**config.mk**
```make
export PLATFORM = sky130hd
export DESIGN_NAME = gray4_tracker
export DESIGN_NICKNAME = d
export VERILOG_FILES = /design/src/rtl/gray4_tracker.sv
export SDC_FILE = /design/constraint.sdc
export NUM_CORES = 1
export LEC_CHECK = 0
export BUFFER_PORTS_ARGS = -buffer_cell sky130_fd_sc_hd__buf_2
export CORE_MARGIN = 2
export CORE_UTILIZATION = 25
export DETAILED_ROUTE_END_ITERATION = 16
export PLACE_DENSITY_LB_ADDON = 0.08
export SYNTH_ARGS = -nofsm -noshare
export SYNTH_HDL_FRONTEND = slang
export SYNTH_SLANG_ARGS = --single-unit
```
**constraint.sdc**
```tcl
create_clock -name clk -period 4.4 [get_ports clk]
set_clock_uncertainty 0.1 [all_clocks]
set_input_delay 0.44 -clock clk [delete_from_list [all_inputs] [get_ports clk]]
set_output_delay 0.44 -clock clk [all_outputs]
set_load 0.01 [all_outputs]
```
**src/rtl/gray4_tracker.sv**
```systemverilog
// gray4_tracker
//
// Tracks a 4-bit reflected Gray count arriving asynchronously from a remote
// counter. The Gray value is resynchronised, decoded to binary, and compared
// against the last tracked value to classify each change as a forward step,
// a backward step, or an illegal jump. Forward wraps (15 -> 0) are counted in
// a saturating counter.
//
// Parameters
//   SYNC_STAGES : number of synchronizer flops on gray_in (legal range 2..4)
//   WRAP_W      : width of the forward-wrap counter
//
// Ports
//   clk        : sole clock, rising edge
//   rst_n      : asynchronous active-low reset
//   ce         : tracking enable; the first enabled cycle only primes y
//   clr        : synchronous clear of wraps and err_sticky
//   gray_in    : asynchronous 4-bit Gray count
//   y          : registered binary value of the tracked count
//   step       : one-cycle pulse on a +1 (mod 16) change
//   back       : one-cycle pulse on a -1 (mod 16) change
//   tc         : one-cycle pulse on a forward wrap 15 -> 0 (always with step)
//   err        : one-cycle pulse on any other non-zero change
//   err_sticky : set by err, held until clr or reset
//   wraps      : saturating count of forward wraps
module gray4_tracker #(
    parameter int SYNC_STAGES = 2,
    parameter int WRAP_W      = 8
) (
    input  logic              clk,
    input  logic              rst_n,
    input  logic              ce,
    input  logic              clr,
    input  logic [3:0]        gray_in,
    output logic [3:0]        y,
    output logic              step,
    output logic              back,
    output logic              tc,
    output logic              err,
    output logic              err_sticky,
    output logic [WRAP_W-1:0] wraps
);

    typedef enum logic {
        HOLD  = 1'b0,
        TRACK = 1'b1
    } state_t;

    state_t                      state;
    logic [SYNC_STAGES-1:0][3:0] gs;
    logic [3:0]                  gs_last;
    logic [3:0]                  bin;
    logic [3:0]                  delta;
    logic                        track_hit;
    logic                        is_step;
    logic                        is_back;
    logic                        is_tc;
    logic                        is_err;

    // Synchronizer chain. It runs every cycle regardless of ce so that the
    // value seen on re-enable is already settled and the prime cycle loads a
    // current count rather than a stale one.
    always_ff @(posedge clk or negedge rst_n) begin
        if (!rst_n) begin
            gs <= '0;
        end else begin
            gs[0] <= gray_in;
            for (int i = 1; i < SYNC_STAGES; i++) begin
                gs[i] <= gs[i-1];
            end
        end
    end

    assign gs_last = gs[SYNC_STAGES-1];

    // Gray to binary: each binary bit is the XOR of all Gray bits at or
    // above its position.
    always_comb begin
        bin    = '0;
        bin[3] = gs_last[3];
        bin[2] = bin[3] ^ gs_last[2];
        bin[1] = bin[2] ^ gs_last[1];
        bin[0] = bin[1] ^ gs_last[0];
    end

    // Change classification. The delta wraps naturally in 4 bits, so a value
    // of 15 is a single backward step. Only a cycle that is both enabled and
    // already tracking may produce a pulse; the prime cycle never does.
    always_comb begin
        delta     = bin - y;
        track_hit = (state == TRACK) && ce;
        is_step   = track_hit && (delta == 4'd1);
        is_back   = track_hit && (delta == 4'hF);
        is_err    = track_hit && (delta != 4'd0) && (delta != 4'd1) && (delta != 4'hF);
        is_tc     = is_step && (y == 4'hF);
    end

    // Tracking state machine with registered value and pulse outputs.
    // Pulses default low every cycle so each one lasts exactly one cycle.
    always_ff @(posedge clk or negedge rst_n) begin
        if (!rst_n) begin
            state <= HOLD;
            y     <= '0;
            step  <= 1'b0;
            back  <= 1'b0;
            tc    <= 1'b0;
            err   <= 1'b0;
        end else begin
            step <= is_step;
            back <= is_back;
            tc   <= is_tc;
            err  <= is_err;
            case (state)
                HOLD: begin
                    if (ce) begin
                        y     <= bin;
                        state <= TRACK;
                    end
                end
                TRACK: begin
                    if (ce) begin
                        y <= bin;
                    end else begin
                        state <= HOLD;
                    end
                end
                default: state <= HOLD;
            endcase
        end
    end

    // Wrap counter and sticky error. clr wins over a coincident tc or err
    // so software can always get back to a clean slate in one cycle.
    always_ff @(posedge clk or negedge rst_n) begin
        if (!rst_n) begin
            wraps      <= '0;
            err_sticky <= 1'b0;
        end else if (clr) begin
            wraps      <= '0;
            err_sticky <= 1'b0;
        end else begin
            if (is_tc && (wraps != {WRAP_W{1'b1}})) begin
                wraps <= wraps + 1'b1;
            end
            if (is_err) begin
                err_sticky <= 1'b1;
            end
        end
    end

endmodule

```
; ---- Yosys cells after proc, flatten, opt, wreduce, memory -nomap -nowiden
; Cells that the tools add are included.
[totals]
ramBits = 0
latch_bits = 0
output_inout_bits = 17
romBits = 0
inputBits = 8
register_bits = 26
memories = 0
word_cells = 38
[op_classes]
muxes = 6
n_shift = 0
n_reduce_logical = 11
n_addsub = 2
order_cmp = 0
bitwise_logic = 3
n_div = 0
n_eq_ne = 6
n_mul = 0
[op_table]
columns = cell, count
row1 = 2-to-1 mux 8 bit, 2
row2 = "adder 8 x 1 -> 8 bit, second input constant", 1
row3 = "== test 4 bit, second input constant", 2
row4 = logical AND 1 bit, 8
row5 = "!= test 8 bit, second input constant", 1
row6 = "== test 4 x 1 -> 1 bit, second input constant", 1
row7 = 2-to-1 mux 4 bit, 1
row8 = "!= test 4 x 1 -> 1 bit, second input constant", 1
row9 = "!= test 4 bit, second input constant", 1
row10 = nonzero test 2 bit, 2
row11 = nonzero test 4 bit, 1
row12 = subtractor 4 bit, 1
row13 = 2-to-1 mux 1 bit, 3
row14 = XOR 1 bit, 3

; ---- Longest topological paths before layout
; Gate-level depths: netlist (run 1).
[depth]
word_depth = 10
ltp_mapped = 10
ltp_nobuf = 10

; ---- Worst setup path before layout (run 1)
; OpenSTA, ideal clock, no wires.
[synth_path]
path_kind = reg2reg
startpoint = register gs, in the netlist gs_last[3]
endpoint = register wraps[5]
path_stages_with_launch = 11
t_arrival_ns = 2.806
path_buffers = 0
setup_slack_ns = 1.416
synth_period_minus_slack_ns = 2.984
required_time_ns = 4.222
setup_time_ns = 0.078
path_cell_list = dfrtp_1 -> xnor2_1 -> xnor2_1 -> xnor2_1 -> ha_1 -> fa_1 -> inv_1 -> nor4b_4 -> nand2_2 -> or4_1 -> a21oi_1
[synth_via]
elab_chain_cells = 9
[synth_rtl]
columns = element, line_no
row1 = "start, declared", 50  ; logic [SYNC_STAGES-1:0][3:0] gs;
row2 = "start signal, assigned by index", 69  ; gs[i] <= gs[i-1];
row3 = XOR 1 bit *, 81  ; bin[2] = bin[3] ^ gs_last[2];
row4 = XOR 1 bit *, 82  ; bin[1] = bin[2] ^ gs_last[1];
row5 = named net bin[1], 52  ; logic [3:0] bin;
row6 = XOR 1 bit, 83  ; bin[0] = bin[1] ^ gs_last[0];
row7 = subtractor 4 bit *, 90  ; delta = bin - y;
row8 = == test 4 x 1 -> 1 bit *, 92  ; is_step = track_hit && (delta == 4'd1);
row9 = logical AND 1 bit *, 92
row10 = logical AND 1 bit *, 95  ; is_tc = is_step && (y == 4'hF);
row11 = logical AND 1 bit *, 142  ; if (is_tc && (wraps != {WRAP_W{1'b1}})) begin
row12 = nonzero test 2 bit (no source line) *, n/a
row13 = "end signal, assigned", 143  ; wraps <= wraps + 1'b1;
row14 = "end, declared", 41  ; output logic [WRAP_W-1:0] wraps
; The timed path passes the listed nets; every way through them passes the cells marked *.
; A chain may end at the register's enable or synchronous reset.

; ---- Worst setup path in the final report (run 1)
; Ends and elaborated chain as after synthesis.

==> results of run 1 <==
## area by class of cell
cell class	count	area, um^2
Fill cell	493	3250
Sequential cell	26	651
Multi-Input combinational cell	71	505
Timing Repair Buffer	24	120
Tap cell	54	67.6
Clock buffer	3	41.3
Clock inverter	1	30.0
Inverter	7	26.3
## placed cells by master (no fill, tap or decap), types with 2 or more instances in the layout
cell type / instances
nand2_1: 5
mux2_2: 3
buf_2: 24
ha_1: 4
nor2b_1: 3
o31ai_1: 3
clkbuf_8: 3
o21ai_0: 4
or4_1: 3
a21oi_1: 9
nor3b_1: 2
dfrtp_1: 26
xnor2_1: 3
nand3_1: 4
nor2_1: 8
or3_1: 3
inv_1: 7
xor2_1: 2
and3_2: 2
## power breakdown
part | leakage, nW | internal, mW | total, mW | switching [mW]
clock network | 0.0357 | 0.122 | 0.200 | 0.0782
registers | 0.331 | 0.253 | 0.263 | 0.00960
logic | 0.322 | 0.0539 | 0.137 | 0.0827
## registers in the layout (all words and copies together), names as in the netlist
register and count:
wraps 8, gs 4, gs_last 4, y 4, back 1, err 1, err_sticky 1, state 1
step 1, tc 1
## per-layer routing
layer	vias up	track usage	wire length, um
met2	21	0.153	1070
met3	2	0.0288	110
li1	423	-	-
met4	0	0.0303	25
met5	-	0	0
met1	398	0.126	1140
## worst max-delay path, stage by stage, from the launching register on
cell     delay [ns]
dfrtp_1        0.42
xnor2_1        0.28
xnor2_1        0.24
xnor2_1        0.14
ha_1           0.23
fa_1           0.53
inv_1          0.07
nor4b_4        0.35
nand2_2        0.18
or4_1          0.50
a21oi_1        0.16
## worst max-delay path by stage
stage	end	slack [ns]	depth (start not counted)
2_1_floorplan	wraps[5]$_DFFE_PN0P_	1.42	10
3_3_place_gp	wraps[5]$_DFFE_PN0P_	1.25	10
3_5_place_dp	wraps[5]$_DFFE_PN0P_	1.13	10
4_1_cts	wraps[5]$_DFFE_PN0P_	1.10	10
5_1_grt	wraps[5]$_DFFE_PN0P_	0.92	10
6_report	wraps[5]$_DFFE_PN0P_	1.14	10
## cell families (layout without fill, tap and decap cells)
group | count (synthesis) | count (layout) | synth area share
XOR/XNOR | 6 | 6 | 0.0498
adder cells (fa/ha/maj) | 5 | 5 | 0.0581
buffers and inverters | 11 | 35 | 0.0415
AND/OR/NAND/NOR | 37 | 37 | 0.185
AO/OA/AOI/OAI | 19 | 19 | 0.0902
multiplexers | 4 | 4 | 0.0363
flip-flops | 26 | 26 | 0.539
## per-stage QoR
| step | hold slack (ns) | util |
|---|---|---|
| after floorplan | 0.0444 | - |
| after global placement | 0.231 | 0.292 |
| after detailed placement | 0.237 | 0.292 |
| after CTS | 0.0792 | 0.307 |
| after global routing | 0.103 | 0.307 |
| final | 0.0486 | 0.307 |
==> summary.md, run 1 <==
| Metric | Value |
|---|---|
| Buffers added on ports | `24` |
| Routed wire length | `2340 um` |
| # H-tree levels | `1` |
| Worst R2R Start | `gs_last[3]$_DFF_PN0_` |
| Placed cell area | `1370 um^2` |
| Hold Fails Final Rpt | `0` |
| Clock root cell | `clkbuf_8` |
| Number of synthesized flops with an enable pin | `0` |
| Ant. Diodes | `0` |
| Synthesis warning total | `0` |
| Dpl ws | `1.13 ns` |
| DRC viols | `0` |
| # nets final | `146` |
| Leak | `0.689 nW` |
| Hold_buf cts | `0` |
| Fin cells | `186` |
| Post-CTS sizing | `0` |
| Register bit count reported by yosys | `26` |
| Initial Util | `0.257` |
| Clock Sinks | `26` |
| Flop2flop setup slack | `1.14 ns` |
| Largest net degree at the start of global routing | `27` |
| Setup tns final | `0 ns` |
| Initial antenna violation count | `0` |
| Worst-Margin Slew | `0.798 ns` |
| Total power | `0.600 mW` |
| Worst Path Max Fanout | `9` |
| Mapped Cells | `108` |
| Worst setup path start | `gs_last[3]$_DFF_PN0_` |
| Top cell type's share of synthesized area | `0.539` |
| Share of flip-flops with an asynchronous set or reset | `1.00` |
| CTS buffer count | `3` |
| Tcrit/Tclk final | `0.742` |
| Final setup viols | `0` |
| Largest area contributor in the netlist | `dfrtp_1` |
| Mapped Area | `1210 um^2` |
| Main flop type after synthesis | `dfrtp_1` |
| Initial DRT Pass Iterations | `4` |
| PnR worst setup slack | `1.14 ns` |
| Share of the yosys chip area belonging to registers | `0.539` |
| Setup CP Type | `flop to flop` |
| Core area | `4690 um^2` |
| Via count | `844` |
| Final Instance Area | `1440 um^2` |
| Grt total ovfl | `0` |
| CTS tree | `built` |
| Clk slew on worst S/H paths | `0.09 ns` |
| FMAX | `306 MHz` |
| Inst Count DP | `182` |
| Io pins | `25` |
| Share of post-route cells with drive strength above 1 | `0.280` |
| CP required | `4.50 ns` |
| Total GRT Usage | `0.0963` |
| Most frequent cell after synthesis | `dfrtp_1` |
| Die area | `5400 um^2` |
| RSZ-0062 raised after global routing | `false` |
| Vias in the first global route | `847` |
| Crit path time final | `3.26 ns` |
| Status | `finished, final reports clean` |
| Synth cell count leaders | `dfrtp_1, a21oi_1, nor2_1, inv_1, nand2_1` |
| Reg2reg path depth | `10` |
| PwrDens | `416 nW/um^2` |
| Synth top area cells | `dfrtp_1, ha_1, a21oi_1, mux2_2, nor2_1` |
| Setup Buffers After CTS | `0` |
| Wire per inst | `12.6 um` |
| Final Max Slew Viols | `0` |
| Worst vdd ir | `0.167 mV` |
| First-pass GRT wire length | `3980 um` |
| MaxCap Viol Count | `0` |
| Yosys cell types | `33` |
| DRT antenna net count | `0` |
| Arr. time, crit path | `3.37 ns` |
| Worst setup SP type | `flop` |
| Avg Inst Size Synth | `11.2 um^2` |
| Core Rows | `25` |
| Die height | `73.5 um` |
| Max-slew headroom | `0.465` |
| Die W | `73.5 um` |
| Worst-Skew Late Latency | `0.27 ns` |
| Clock Tree Buf Depth | `2` |
| Initial DRC count | `21` |
| Synthesis-to-layout area growth | `19.5%` |
| Mapped Nets | `121` |
| Worst min path class | `input pin to async pin` |
| Drt via density | `4.54` |
| Reg-to-Reg End | `wraps[5]$_DFFE_PN0P_` |
| GPL Wtd Cong | `0.780` |
| CP Capture Type | `flop` |
| Hpwl dp | `1700 um` |
No activity file was read; power rests on OpenSTA's default activity.
==> inputs of run 2 (changes only) <==
clock period = 3.1 ns   (was 4.4 ns; I/O delays follow)
==> summary.md, run 2 (synthesis results as in run 1) <==
| Metric | Value |
|---|---|
| MaxCap Viol Count | `0` |
| Fillers | `483` |
| Synthesis-to-layout area growth | `26.5%` |
| Clk slew on worst S/H paths | `0.09 ns` |
| Io pins | `25` |
| Initial DRT Pass Iterations | `4` |
| Critical path's most frequent cell | `xnor2_2` |
| Max-slew headroom | `0.605` |
| Min Hold Slack | `0.0386 ns` |
| Initial antenna violation count | `0` |
| Hold Fails Final Rpt | `0` |
| Clock Sinks | `26` |
| DRT antenna net count | `0` |
| Buffers added on ports | `24` |
| Clock root cell | `clkbuf_8` |
| CTS buffer count | `3` |
| Reg-to-Reg End | `wraps[7]$_DFFE_PN0P_` |
| Wire per inst | `12.4 um` |
| Reg2reg path depth | `10` |
| First-pass GRT wire length | `3740 um` |
| Final setup viols | `0` |
| Total power | `0.875 mW` |
| Sw frac | `0.281` |
| CTS tree | `built` |
| Worst path max stage delay | `0.51 ns` |
| Status | `finished, final reports clean` |
| Drt via density | `4.66` |
| DRC viols | `0` |
| Max FFs per register | `8` |
| Ant. Diodes | `0` |
| Commonest non-fill, non-tap cell in the layout | `dfrtp_1` |
| Routed wire length | `2390 um` |
| Tcrit/Tclk final | `0.957` |
| # nets final | `152` |
| CP required | `3.21 ns` |
| Core Rows | `25` |
| Most flop-heavy register | `wraps` |
| # H-tree levels | `1` |
| Die W | `73.5 um` |
| Setup CP Type | `flop to flop` |
| PwrDens | `574 nW/um^2` |
| Setup tns final | `0 ns` |
| Worst-path cell chain | `xnor2_2, xnor2_2, xnor2_1, ha_2, fa_1, inv_1, nor4b_4, nand2_2, or4_1, a21oi_2` |
| Clk pwr share | `0.321` |
| Clock Tree Buf Depth | `2` |
| Share of post-route cells with drive strength above 1 | `0.355` |
| Worst setup SP type | `flop` |
| Initial Util | `0.257` |
| CP Buf/Inv Count | `1` |
| FMAX | `337 MHz` |
| Inst Count DP | `186` |
| Final Instance Area | `1530 um^2` |
| Worst min path class | `input pin to flop` |
| Worst R2R Start | `gs_last[3]$_DFF_PN0_` |
| Worst-Margin Slew | `0.592 ns` |
| Flop2flop setup slack | `0.13 ns` |
| Vias in the first global route | `771` |
| Slowest CP cell | `fa_1` |
| Logic pwr share | `0.250` |
| Fin cells | `192` |
| Worst vdd ir | `0.247 mV` |
| Leak | `0.729 nW` |
| Total area of sequential cells | `651 um^2` |
| GPL Wtd Cong | `0.774` |
| Area of the multi-input gates | `542 um^2` |
| CP Capture Type | `flop` |
| Initial DRC count | `13` |
| CP delay by family, top | `simple AND/OR/NAND/NOR gates` |
| Worst setup path start | `gs_last[3]$_DFF_PN0_` |
| Total GRT Usage | `0.0907` |
| NetSw | `0.246 mW` |
| Placed cell area | `1400 um^2` |
| Worst-Skew Late Latency | `0.27 ns` |
| Grt total ovfl | `0` |
| Worst Path Max Fanout | `5` |
| Cell internal pwr | `0.629 mW` |
| Commonest cells after routing, fill and taps aside | `dfrtp_1, buf_2, nor2_1, inv_1, a21oi_1` |
| Arr. time, crit path | `3.07 ns` |
| Hpwl dp | `1730 um` |
| Sequential share of power | `0.429` |
| Die area | `5400 um^2` |
| Hold Path End | `gs[0]$_DFF_PN0_` |
| Die height | `73.5 um` |
| Largest net degree at the start of global routing | `27` |
| Hold path cells | `1` |
| Via count | `895` |
| Hold Startpoint | `gray_in[0]` |
| Crit path time final | `2.97 ns` |
| Final Max Slew Viols | `0` |
| Core area | `4690 um^2` |
-- run 2: how the worst max path moves through the flow --
stage / endpoint / depth (start not counted)
after floorplan: wraps[5]$_DFFE_PN0P_ / 10
after global placement: wraps[5]$_DFFE_PN0P_ / 10
after detailed placement: wraps[6]$_DFFE_PN0P_ / 10
after CTS: wraps[6]$_DFFE_PN0P_ / 10
after global routing: wraps[7]$_DFFE_PN0P_ / 10
final: wraps[7]$_DFFE_PN0P_ / 10
-- run 2: stage by stage --
step	utilization	setup slack [ns]
5_1_grt	0.325	-0.00405
2_1_floorplan	-	0.116
4_1_cts	0.316	0.0272
3_5_place_dp	0.298	0.0472
6_report	0.325	0.132
3_3_place_gp	0.298	0.115
-- run 2: what timing repair did --
action / 4_1_cts / 5_1_grt
endpoints found under the setup margin: 0 / 7
resized for setup: 0 / 7
hold endpoints to repair: 26 / 0
setup buffers: 0 / 1
hold buffers: 1 / 0
-- run 2: power by group through the flow --
stage | logic [mW] | registers, mW | clock network, mW
floorplan | 0.142 | 0.387 | 0
global placement | 0.210 | 0.381 | 0
detailed placement | 0.210 | 0.381 | 0
CTS | 0.212 | 0.374 | 0.295
global route | 0.243 | 0.378 | 0.310
finish | 0.219 | 0.375 | 0.281
-- run 2: worst reg2reg max path: stages, from the launching register on --
cell and delay, ns:
dfrtp_1 0.43, xnor2_2 0.17, xnor2_2 0.15, xnor2_1 0.14, ha_2 0.19, fa_1 0.51, inv_1 0.08, nor4b_4 0.34
nand2_2 0.14, or4_1 0.51, a21oi_2 0.15
-- run 2: cell type report --
cell class	instances	share of cell area
Clock buffer	3	0.0271
Multi-Input combinational cell	71	0.355
Sequential cell	26	0.427
Timing Repair Buffer	30	0.110
Tap cell	54	0.0443
Clock inverter	1	0.0197
Inverter	7	0.0172
-- run 2: layer usage --
layer / track usage / wire length [um] / vias to the layer above
met5: 0 / 0 / -
met1: 0.118 / 1200 / 433
li1: - / - / 439
met3: 0.0302 / 96 / 2
met2: 0.142 / 1070 / 21
met4: 0.0303 / 23 / 0
